--- config.mk ---
export PLATFORM = sky130hd
export DESIGN_NAME = iir_out_buffer
export DESIGN_NICKNAME = d
export VERILOG_FILES = /design/src/rtl/iir_pkg.sv /design/src/rtl/fifo_mem.sv /design/src/rtl/iir_out_buffer.sv
export SDC_FILE = /design/constraint.sdc
export NUM_CORES = 1
export LEC_CHECK = 0
export CAP_MARGIN = 20
export CORE_MARGIN = 2
export CORE_UTILIZATION = 45
export CTS_CLUSTER_SIZE = 24
export DETAILED_ROUTE_END_ITERATION = 16
export SLEW_MARGIN = 20
export SYNTH_ARGS = -nofsm -noshare
export SYNTH_HDL_FRONTEND = slang
export SYNTH_SLANG_ARGS = --single-unit
--- constraint.sdc ---
create_clock -name CLK -period 3 [get_ports CLK]
set_clock_uncertainty 0.1 [all_clocks]
set_input_delay 0.3 -clock CLK [delete_from_list [all_inputs] [get_ports CLK]]
set_output_delay 0.3 -clock CLK [all_outputs]
set_load 0.05 [all_outputs]
--- src/rtl/iir_pkg.sv ---
// Constants shared by the IIR filter, its output buffer and the bench.
package iir_pkg;
  localparam int SAMPLE_W  = 12;
  localparam int OBUF_DEPTH = 8;

  // Occupancy must represent 0..depth inclusive, hence one extra bit.
  function automatic int cnt_w(input int depth);
    return $clog2(depth) + 1;
  endfunction
endpackage

--- src/rtl/fifo_mem.sv ---
// DEPTH x WIDTH register array: one write port, asynchronous read port.
module fifo_mem
  import iir_pkg::*;
#(
  parameter int WIDTH = SAMPLE_W,
  parameter int DEPTH = OBUF_DEPTH
) (
  input  logic                     clk,
  input  logic                     we,
  input  logic [$clog2(DEPTH)-1:0] waddr,
  input  logic [WIDTH-1:0]         wdata,
  input  logic [$clog2(DEPTH)-1:0] raddr,
  output logic [WIDTH-1:0]         rdata
);
  logic [DEPTH-1:0][WIDTH-1:0] mem;

  // Contents are deliberately left unreset; valid data is tracked by the pointers.
  always_ff @(posedge clk) begin
    if (we) mem[waddr] <= wdata;
  end

  assign rdata = mem[raddr];
endmodule

--- src/rtl/iir_out_buffer.sv ---
// Show-ahead FIFO between the IIR filter output and a ready-gated consumer.
module iir_out_buffer
  import iir_pkg::*;
#(
  parameter int WIDTH = SAMPLE_W,
  parameter int DEPTH = OBUF_DEPTH
) (
  input  logic                   CLK,
  input  logic                   RST_n,
  input  logic [WIDTH-1:0]       DIN,
  input  logic                   VIN,
  input  logic                   CLR,
  input  logic                   READY,
  output logic [WIDTH-1:0]       DOUT,
  output logic                   VOUT,
  output logic                   FULL,
  output logic                   EMPTY,
  output logic                   OVF,
  output logic [$clog2(DEPTH):0] COUNT
);
  localparam int AW = $clog2(DEPTH);
  localparam int CW = cnt_w(DEPTH);
  localparam logic [CW-1:0] CNT_FULL = CW'(DEPTH);

  logic [AW-1:0] wptr, rptr;
  logic [CW-1:0] cnt;
  logic          ovf_q;
  logic          push, pop;

  assign EMPTY = (cnt == '0);
  assign FULL  = (cnt == CNT_FULL);
  assign VOUT  = ~EMPTY;
  assign COUNT = cnt;
  assign OVF   = ovf_q;

  // A pop frees a slot in the same edge, so a full FIFO still accepts when draining.
  assign pop  = VOUT & READY;
  assign push = VIN & (~FULL | pop);

  always_ff @(posedge CLK or negedge RST_n) begin
    if (!RST_n) begin
      wptr  <= '0;
      rptr  <= '0;
      cnt   <= '0;
      ovf_q <= 1'b0;
    end else if (CLR) begin
      wptr  <= '0;
      rptr  <= '0;
      cnt   <= '0;
      ovf_q <= 1'b0;
    end else begin
      if (push) wptr <= wptr + 1'b1;
      if (pop)  rptr <= rptr + 1'b1;
      case ({push, pop})
        2'b10:   cnt <= cnt + 1'b1;
        2'b01:   cnt <= cnt - 1'b1;
        default: cnt <= cnt;
      endcase
      if (VIN && !push) ovf_q <= 1'b1;
    end
  end

  fifo_mem #(.WIDTH(WIDTH), .DEPTH(DEPTH)) u_mem (
    .clk   (CLK),
    .we    (push & ~CLR),
    .waddr (wptr),
    .wdata (DIN),
    .raddr (rptr),
    .rdata (DOUT)
  );
endmodule

Word-level counts from Yosys, hierarchy flattened
Index checks and enable logic that the tools add are counted.
{"block": "totals", "out_inout_bits": 20, "ff_bits": 107, "inputBits": 17}
{"block": "op_classes", "order_cmp": 3, "bitwise": 7, "reduce_logical": 8, "mux": 13, "n_addsub": 4, "n_eq_ne": 3}
{"operator": "bitwise mux 96 bit", "count": 1}
{"operator": "binary-select mux 12 bit (select 3 bit)", "count": 1}
{"operator": "demux 12 bit (select 3 bit)", "count": 1}
{"operator": "two-way mux 12 bit", "count": 2}
{"operator": "two-way mux 3 bit", "count": 4}
{"operator": "< comparator 3 x 4 -> 1 bit (second input constant)", "count": 2}
{"operator": "one-hot mux 4 bit (2 select lines)", "count": 1}
{"operator": "adder 3 x 1 -> 3 bit (second input constant)", "count": 2}
{"operator": "nonzero test 2 bit", "count": 3}
{"operator": "adder 4 x 1 -> 4 bit (second input constant)", "count": 1}
{"operator": "== test 4 bit (second input constant)", "count": 1}
{"operator": "zero test 4 bit", "count": 1}
{"operator": "two-way mux 4 bit", "count": 1}
{"operator": "subtractor 4 x 1 -> 4 bit (second input constant)", "count": 1}
{"operator": "AND 1 bit", "count": 3}
{"operator": ">= comparator 3 x 1 -> 1 bit (second input constant)", "count": 1}
{"operator": "NOT 1 bit", "count": 3}
{"operator": "nonzero test 3 bit", "count": 1}
{"operator": "== test 2 x 1 -> 1 bit (second input constant)", "count": 1}
{"operator": "== test 2 bit (second input constant)", "count": 1}
{"operator": "logical AND 1 bit", "count": 2}
{"operator": "two-way mux 1 bit", "count": 2}
{"operator": "zero test 1 bit", "count": 1}
{"operator": "bitwise OR 1 bit", "count": 1}

Longest topological paths before layout
Gate-level depths: netlist of the first run.
{"block": "depth", "ltp_word": 9, "mapped_depth": 8, "depth_no_buf": 8}

Modules after synthesis
Synthesis of the first run repeated with hierarchy kept, for this count alone.
{"block": "hier_totals", "cells_unflattened": 220, "area_unflattened_um2": 4436.8}
{"module": "fifo_mem", "cells_each": 152, "n_inst": 1, "area_per_inst_um2": 3747.3}
{"module": "iir_out_buffer", "cells_each": 68, "n_inst": 1, "area_per_inst_um2": 689.4}

Worst setup path after synthesis of the first run
No wires, ideal clock.
{"block": "synth_path", "path_type": "register -> register", "start": "reg cnt[0], in the netlist COUNT[0]", "end": "reg u_mem.mem[0] (netlist bit), enable pin", "path_slack_ps": 500, "path_buffers": 0, "setup_time_ps": 396, "stages_incl_launch_ff": 4, "period_less_slack_ps": 2500, "arrival_ps": 2003, "cell_sequence": "dfrtp_1 -> or3_4 -> o21ai_4 -> nor3_1"}
{"block": "synth_between", "elab_chain_cells": 6, "word_cells_on_any_way": 8}
{"item": "from (decl)", "line": "iir_out_buffer.sv:26", "rtl": "logic [CW-1:0] cnt;"}
{"item": "from (signal assigned)", "line": "iir_out_buffer.sv:55", "rtl": "2'b10: cnt <= cnt + 1'b1;"}
{"item": "from (signal assigned)", "line": "iir_out_buffer.sv:56", "rtl": "2'b01: cnt <= cnt - 1'b1;"}
{"item": "from (signal assigned)", "line": "iir_out_buffer.sv:57", "rtl": "default: cnt <= cnt;"}
{"item": "zero test 4 bit", "line": "iir_out_buffer.sv:30", "rtl": "assign EMPTY = (cnt == '0);"}
{"item": "NOT 1 bit", "line": "iir_out_buffer.sv:32", "rtl": "assign VOUT = ~EMPTY;"}
{"item": "AND 1 bit", "line": "iir_out_buffer.sv:37", "rtl": "assign pop = VOUT & READY;"}
{"item": "bitwise OR 1 bit *", "line": "iir_out_buffer.sv:38", "rtl": "assign push = VIN & (~FULL | pop);"}
{"item": "AND 1 bit *", "line": "iir_out_buffer.sv:38"}
{"item": "AND 1 bit *", "line": "iir_out_buffer.sv:65", "rtl": ".we (push & ~CLR),"}
{"item": "to (signal, indexed assignment)", "line": "fifo_mem.sv:19", "rtl": "if (we) mem[waddr] <= wdata;"}
{"item": "to (decl)", "line": "fifo_mem.sv:15", "rtl": "logic [DEPTH-1:0][WIDTH-1:0] mem;"}
Every way passes the cells marked *; elsewhere a longest branch is shown, timed or not.
A chain may end at the register's enable or synchronous reset.

Worst setup path after layout of the first run
{"block": "layout_path", "start": "reg rptr[0]", "end": "out DOUT[5]"}
{"block": "layout_between", "elab_chain_cells": 2}
{"item": "from (decl)", "line": "iir_out_buffer.sv:25", "rtl": "logic [AW-1:0] wptr, rptr;"}
{"item": "from (signal assigned)", "line": "iir_out_buffer.sv:53", "rtl": "if (pop) rptr <= rptr + 1'b1;"}
{"item": "binary-select mux 12 bit (select 3 bit)", "line": "fifo_mem.sv:22", "rtl": "assign rdata = mem[raddr];"}
{"item": "two-way mux 12 bit (not written as such)", "line": "fifo_mem.sv:22"}
{"item": "to (decl)", "line": "iir_out_buffer.sv:14", "rtl": "output logic [WIDTH-1:0] DOUT,"}
Every way passes these cells. The select of a mux whose other input is x is not followed.

==> flow_metrics.tcl, run 1 <==
set metrics [dict create \
    hpwlAfterDp_um 4630 \
    pwr-share-seq 0.437 \
    portBuffers 36 \
    drt_iter0_markers 73 \
    worst_slack_ns 0.401 \
    grt_pass1_wl_um 12300 \
    grt_pass1_vias 2247 \
    fillers 816 \
    syn-num-nets 248 \
    p_clk_frac 0.195 \
    total_power_mw 4.04 \
    ys_async_sr_fraction 0.103 \
    dpl-instance-area_sq_um 5030 \
    cap_violations 0 \
    dr_total_vias 2200 \
    stdcell_count 414 \
    slew_viol_final 0 \
    tritoncts "built" \
    yosysUniqueCellTypes 36 \
    hp-class "in2async" \
    first_pass_iters 4 \
    crit_path_start_kind "flip-flop" \
    drive_gt1_frac 0.235 \
    cp_num_buf_inv 2 \
    internal-power_mw 2.61 \
    power.density_nw_per_um2 775 \
    whs_ns 0.184 \
    top_usage_layer "met2" \
    finalHoldViolCount 0 \
    path_max_fanout 26 \
    htreeDepth 3 \
    met1_usage 0.218 \
    critPathKind "reg2out" \
    fin_crit_sh 0.866 \
    cts-root-buf "clkbuf_8" \
    synth_ff_type "edfxtp_1" \
    design_area_sq_um 5210 \
    final_cell_mix "edfxtp_1, buf_4, clkdlybuf4s50_1" \
    grt_util_all_layers 0.154 \
    synth.largest_area_cell "edfxtp_1" \
    syn-instance-count 226 \
    critPathMaxStageDelay_ns 0.64 \
    cts_made_buffers 9 \
    die_height_um 104 \
    start_util 0.460 \
    wire_per_inst_um 18.9 \
    clk_pin_slew_ns 0.10 \
    gr-usage-met3 0.0327 \
    min_period_ns 2.60 \
    antenna_found_initial 0 \
    drc 0 \
    synth_area_leaders "edfxtp_1, mux4_1, dfrtp_1" \
    place_inst 398 \
    synth-seq-cells 107 \
    syn_area_sq_um 4480 \
    cts_setup_buffers 0 \
    cp_cell_sequence "buf_4 -> mux4_1 -> mux2_2 -> buf_4" \
    diodes 0 \
    ant_nets 0 \
    ctsResizeCount 0 \
    die_x_um 104 \
    synth_edf_count 96 \
    max_freq_mhz 385 \
    yosys_warnings 0 \
    critPathMostFrequentCell "buf_4" \
    worstMarginPinSlew_ns 0.747 \
    ios 37 \
    rows 36 \
    dieArea_sq_um 10800 \
    p_comb_frac 0.368 \
    switchingPower_mw 1.43 \
    cp_top_family "multiplexers" \
    routabilityCongestion 0.731 \
    cts_max_path_buffers 2 \
    clk_latency_ns 0.35 \
    utilization 0.536 \
    ys_seq_area_frac 0.706 \
    p_leak_nw 1.78 \
    nets 298 \
    critPathArrivalTime_ns 2.20 \
    slew_headroom 0.502 \
    ir_drop_uv 741 \
    globalRouteMet2Util 0.236 \
    cts_sinks 107 \
    area_delta_synth_final_pct 16.4 \
    grt_max_degree 27 \
    outcome "finished, final reports clean" \
    via_per_inst 5.31 \
    fin_setup_tns_ns 0 \
    sw_frac_of_total 0.354 \
    critPathRequiredTime_ns 2.60 \
    syn_avg_cell_area_sq_um 19.8 \
    layout_commonest_cell "edfxtp_1" \
    finalSetupViolations 0 \
    dpl_worst_slack_ns 0.561 \
    core-area_sq_um 9730 \
    grt_setup_unrepaired "no" \
    synth.top_cell.area_share 0.644 \
    drt-total-wl_um 7820 \
    slowest_stage "mux4_1" \
    crit_path_end_kind "primary output" \
    grt-ovfl-total 0 \
    hold_buffers 0 \
]
[cells by family after synthesis]
family / share of synthesized area
flops: 0.706
simple gates: 0.0445
xor+xnor: 0.0137
fa+ha+maj: 0.0157
buf+inv: 0.0176
mux: 0.178
compound gates: 0.0254
[cell type report]
| cell class | instances | area (sq um) | area share |
|---|---|---|---|
| multi-input cells | 105 | 1260 | 0.242 |
| clock inverters | 7 | 53.8 | 0.0103 |
| clock buffers | 9 | 124 | 0.0238 |
| well taps | 133 | 166 | 0.0319 |
| inverters | 2 | 7.51 | 0.00144 |
| flip-flops and latches | 107 | 3160 | 0.606 |
| repair buffers | 51 | 443 | 0.0850 |
[worst reg2reg max path: stages (launching register included)]
cell	delay, ns
dfrtp_1	0.48
or3_4	0.45
o21ai_2	0.21
nor2_1	0.12
ha_1	0.33
a21oi_1	0.14
nand2_1	0.12
o311a_1	0.30
nand3_1	0.08
[power groups by stage]
| stage | logic, mW | registers [mW] | clock network [mW] |
|---|---|---|---|
| 5_1_grt | 1.59 | 1.78 | 0.866 |
| 4_1_cts | 1.51 | 1.77 | 0.808 |
| 3_5_place_dp | 1.51 | 1.80 | 0 |
| 3_3_place_gp | 1.50 | 1.80 | 0 |
| 6_report | 1.49 | 1.76 | 0.788 |
| 2_1_floorplan | 1.06 | 1.86 | 0 |
[registers in the layout (all words and copies together) (netlist names)]
signal     count
COUNT          4
OVF            1
rptr           3
u_mem.mem     96
wptr           3
[Yosys cell counts (2+ instances only)]
master and n:
edfxtp_1 96, mux4_1 21, nor2_1 20, mux2_2 12
dfrtp_1 11, clkbuf_1 5, nor3_1 5, ha_1 4
mux2i_1 4, nand3_1 4, o211ai_1 4, xor2_1 4
buf_6 3, mux4_2 3, nand2_1 3, xnor2_1 3
buf_2 2, inv_1 2, nand2b_1 2, o311a_1 2
[path summary, 6_finish.rpt]
kind / startpoint / to / slack, ns / cells past startpoint
worst max register to register: COUNT[0] / COUNT[3] / 0.62 / 8
worst min register to register: OVF / OVF / 0.44 / 2
max in group asynchronous: RST_n / rptr[2] / 2.26 / 1
min in group CLK: OVF / OVF / 0.44 / 2
worst max-delay path: rptr[0] / DOUT[5] / 0.40 / 4
worst min-delay path: RST_n / wptr[0] / 0.18 / 1
[per-layer routing]
metal	vias to the layer above	wire length (um)	part of all wire
met4	0	126	0.016
met3	12	207	0.026
met5	-	0	0
li1	1019	-	-
met1	1134	3760	0.48
met2	35	3730	0.48
Power figures use the tool's default switching activity.
==> run 2, diff against run 1 <==
--- a/config.mk
+++ b/config.mk
@@ -10,6 +10,7 @@
 export CORE_UTILIZATION = 45
 export CTS_CLUSTER_SIZE = 24
 export DETAILED_ROUTE_END_ITERATION = 16
+export SETUP_SLACK_MARGIN = 0.3
 export SLEW_MARGIN = 20
 export SYNTH_ARGS = -nofsm -noshare
 export SYNTH_HDL_FRONTEND = slang
==> run 2 against run 1 <==
Core utilization increased by 0.064 points. Maximum frequency is 1.3% higher. First-iteration DRC count fell by 9.6%. Combinational power hardly changed. Sequential power about the same. Critical path type unchanged. Setup slack gained 0.034 ns. Largest cell class unchanged. Register-to-register slack hardly changed.
==> flow_metrics.tcl, run 2 (same netlist as run 1, synthesis figures left out) <==
set metrics [dict create \
    critPathRequiredTime_ns 2.60 \
    ir_drop_uv 693 \
    grt_pass1_vias 2247 \
    fin_crit_sh 0.855 \
    tritoncts "built" \
    worstMarginPinSlew_ns 0.740 \
    wire_per_inst_um 18.8 \
    drc 0 \
    min_period_ns 2.57 \
    critPathMaxStageDelay_ns 0.80 \
    fin_setup_tns_ns 0 \
    power.density_nw_per_um2 775 \
    drive_gt1_frac 0.235 \
    critPathKind "reg2out" \
    max_freq_mhz 390 \
    cts_max_path_buffers 2 \
    grt_setup_unrepaired "no" \
    path_max_fanout 7 \
    clk_latency_ns 0.36 \
    hp-class "in2async" \
    dr_total_vias 2190 \
    grt_pass1_wl_um 12300 \
    ctsResizeCount 0 \
    final_cell_mix "edfxtp_1, buf_4, clkdlybuf4s50_1" \
    outcome "finished, final reports clean" \
    antenna_found_initial 0 \
    die_x_um 104 \
    drt-total-wl_um 7800 \
    cap_violations 0 \
    core-area_sq_um 9730 \
    portBuffers 36 \
    via_per_inst 5.29 \
    routabilityCongestion 0.731 \
    crit_path_end_kind "primary output" \
    regMostFlops "u_mem.mem" \
    dieArea_sq_um 10800 \
    cts_made_buffers 9 \
    start_util 0.460 \
    largest_register_ffs 96 \
    hpwlAfterDp_um 4630 \
    crit_path_start_kind "flip-flop" \
    stdcell_count 414 \
    nets 298 \
    hold_buffers 0 \
    rows 36 \
    ios 37 \
    slew_headroom 0.507 \
    place_inst 398 \
    cts_sinks 107 \
    cts_setup_buffers 0 \
    grt_util_all_layers 0.154 \
    finalHoldViolCount 0 \
    area_delta_synth_final_pct 16.6 \
    die_height_um 104 \
    grt-ovfl-total 0 \
    first_pass_iters 4 \
    drt_iter0_markers 66 \
    slowest_stage "clkdlybuf4s50_1" \
    layout_commonest_cell "edfxtp_1" \
    critPathArrivalTime_ns 2.17 \
    finalSetupViolations 0 \
    grt_max_degree 27 \
    ant_nets 0 \
    p_leak_nw 1.79 \
    clk_pin_slew_ns 0.10 \
    htreeDepth 3 \
    diodes 0 \
    cts-root-buf "clkbuf_8" \
    slew_viol_final 0 \
    cp_cell_sequence "nor3_1 -> buf_4 -> and2_1 -> clkdlybuf4s50_1" \
]
[run 2: cell count changes in the layout (fill, tap and decap cells not counted), sizes merged]
cell	before	now
dlymetal6s2s	0	1
clkdlybuf4s50	24	23
[run 2: power by group]
group / leakage (nW) / switching (mW) / internal, mW / total [mW]
logic: 0.691 / 0.876 / 0.615 / 1.49
registers: 1.02 / 0.0737 / 1.69 / 1.76
clock network: 0.0835 / 0.482 / 0.306 / 0.789
[run 2: layout make-up]
class	count	area, sq um
fill	814	4510
sequential	107	3160
multi-input combinational	105	1260
timing repair buffer	51	449
tap	133	166
clock buffer	9	124
clock inverter	7	53.8
inverter	2	7.51
[run 2: final timing paths]
check	from	depth (start not counted)	slack, ns	endpoint
max in group asynchronous	RST_n	1	2.27	rptr[2]
min in group CLK	OVF	2	0.44	OVF
max reg2reg	COUNT[0]	8	0.62	COUNT[3]
min reg2reg	OVF	2	0.44	OVF
max	COUNT[0]	4	0.43	FULL
min	RST_n	1	0.18	wptr[0]
[run 2: metal layers]
layer,vias to the layer above,wire length (um),GRT usage
li1,1020,-,-
met2,33,3720,0.236
met3,12,205,0.0327
met1,1125,3750,0.218
met5,-,0,0
met4,0,126,0.0589
[run 2: worst max-delay path, delay by kind of cell, from the launching register on]
kind          cells  cell delay [ns]
buf+inv           2             0.97
flops             1             0.48
simple gates      2             0.35
[run 2: metrics by stage]
step	cell area, sq um	hold WS (ns)	util	power (mW)	worst slack, ns
floorplan	4480	-0.0956	-	2.92	0.500
global placement	5030	0.396	0.517	3.29	0.625
detailed placement	5030	0.426	0.517	3.31	0.561
CTS	5210	0.190	0.536	4.08	0.357
global route	5220	0.200	0.536	4.24	0.323
finish	5220	0.182	0.536	4.04	0.435
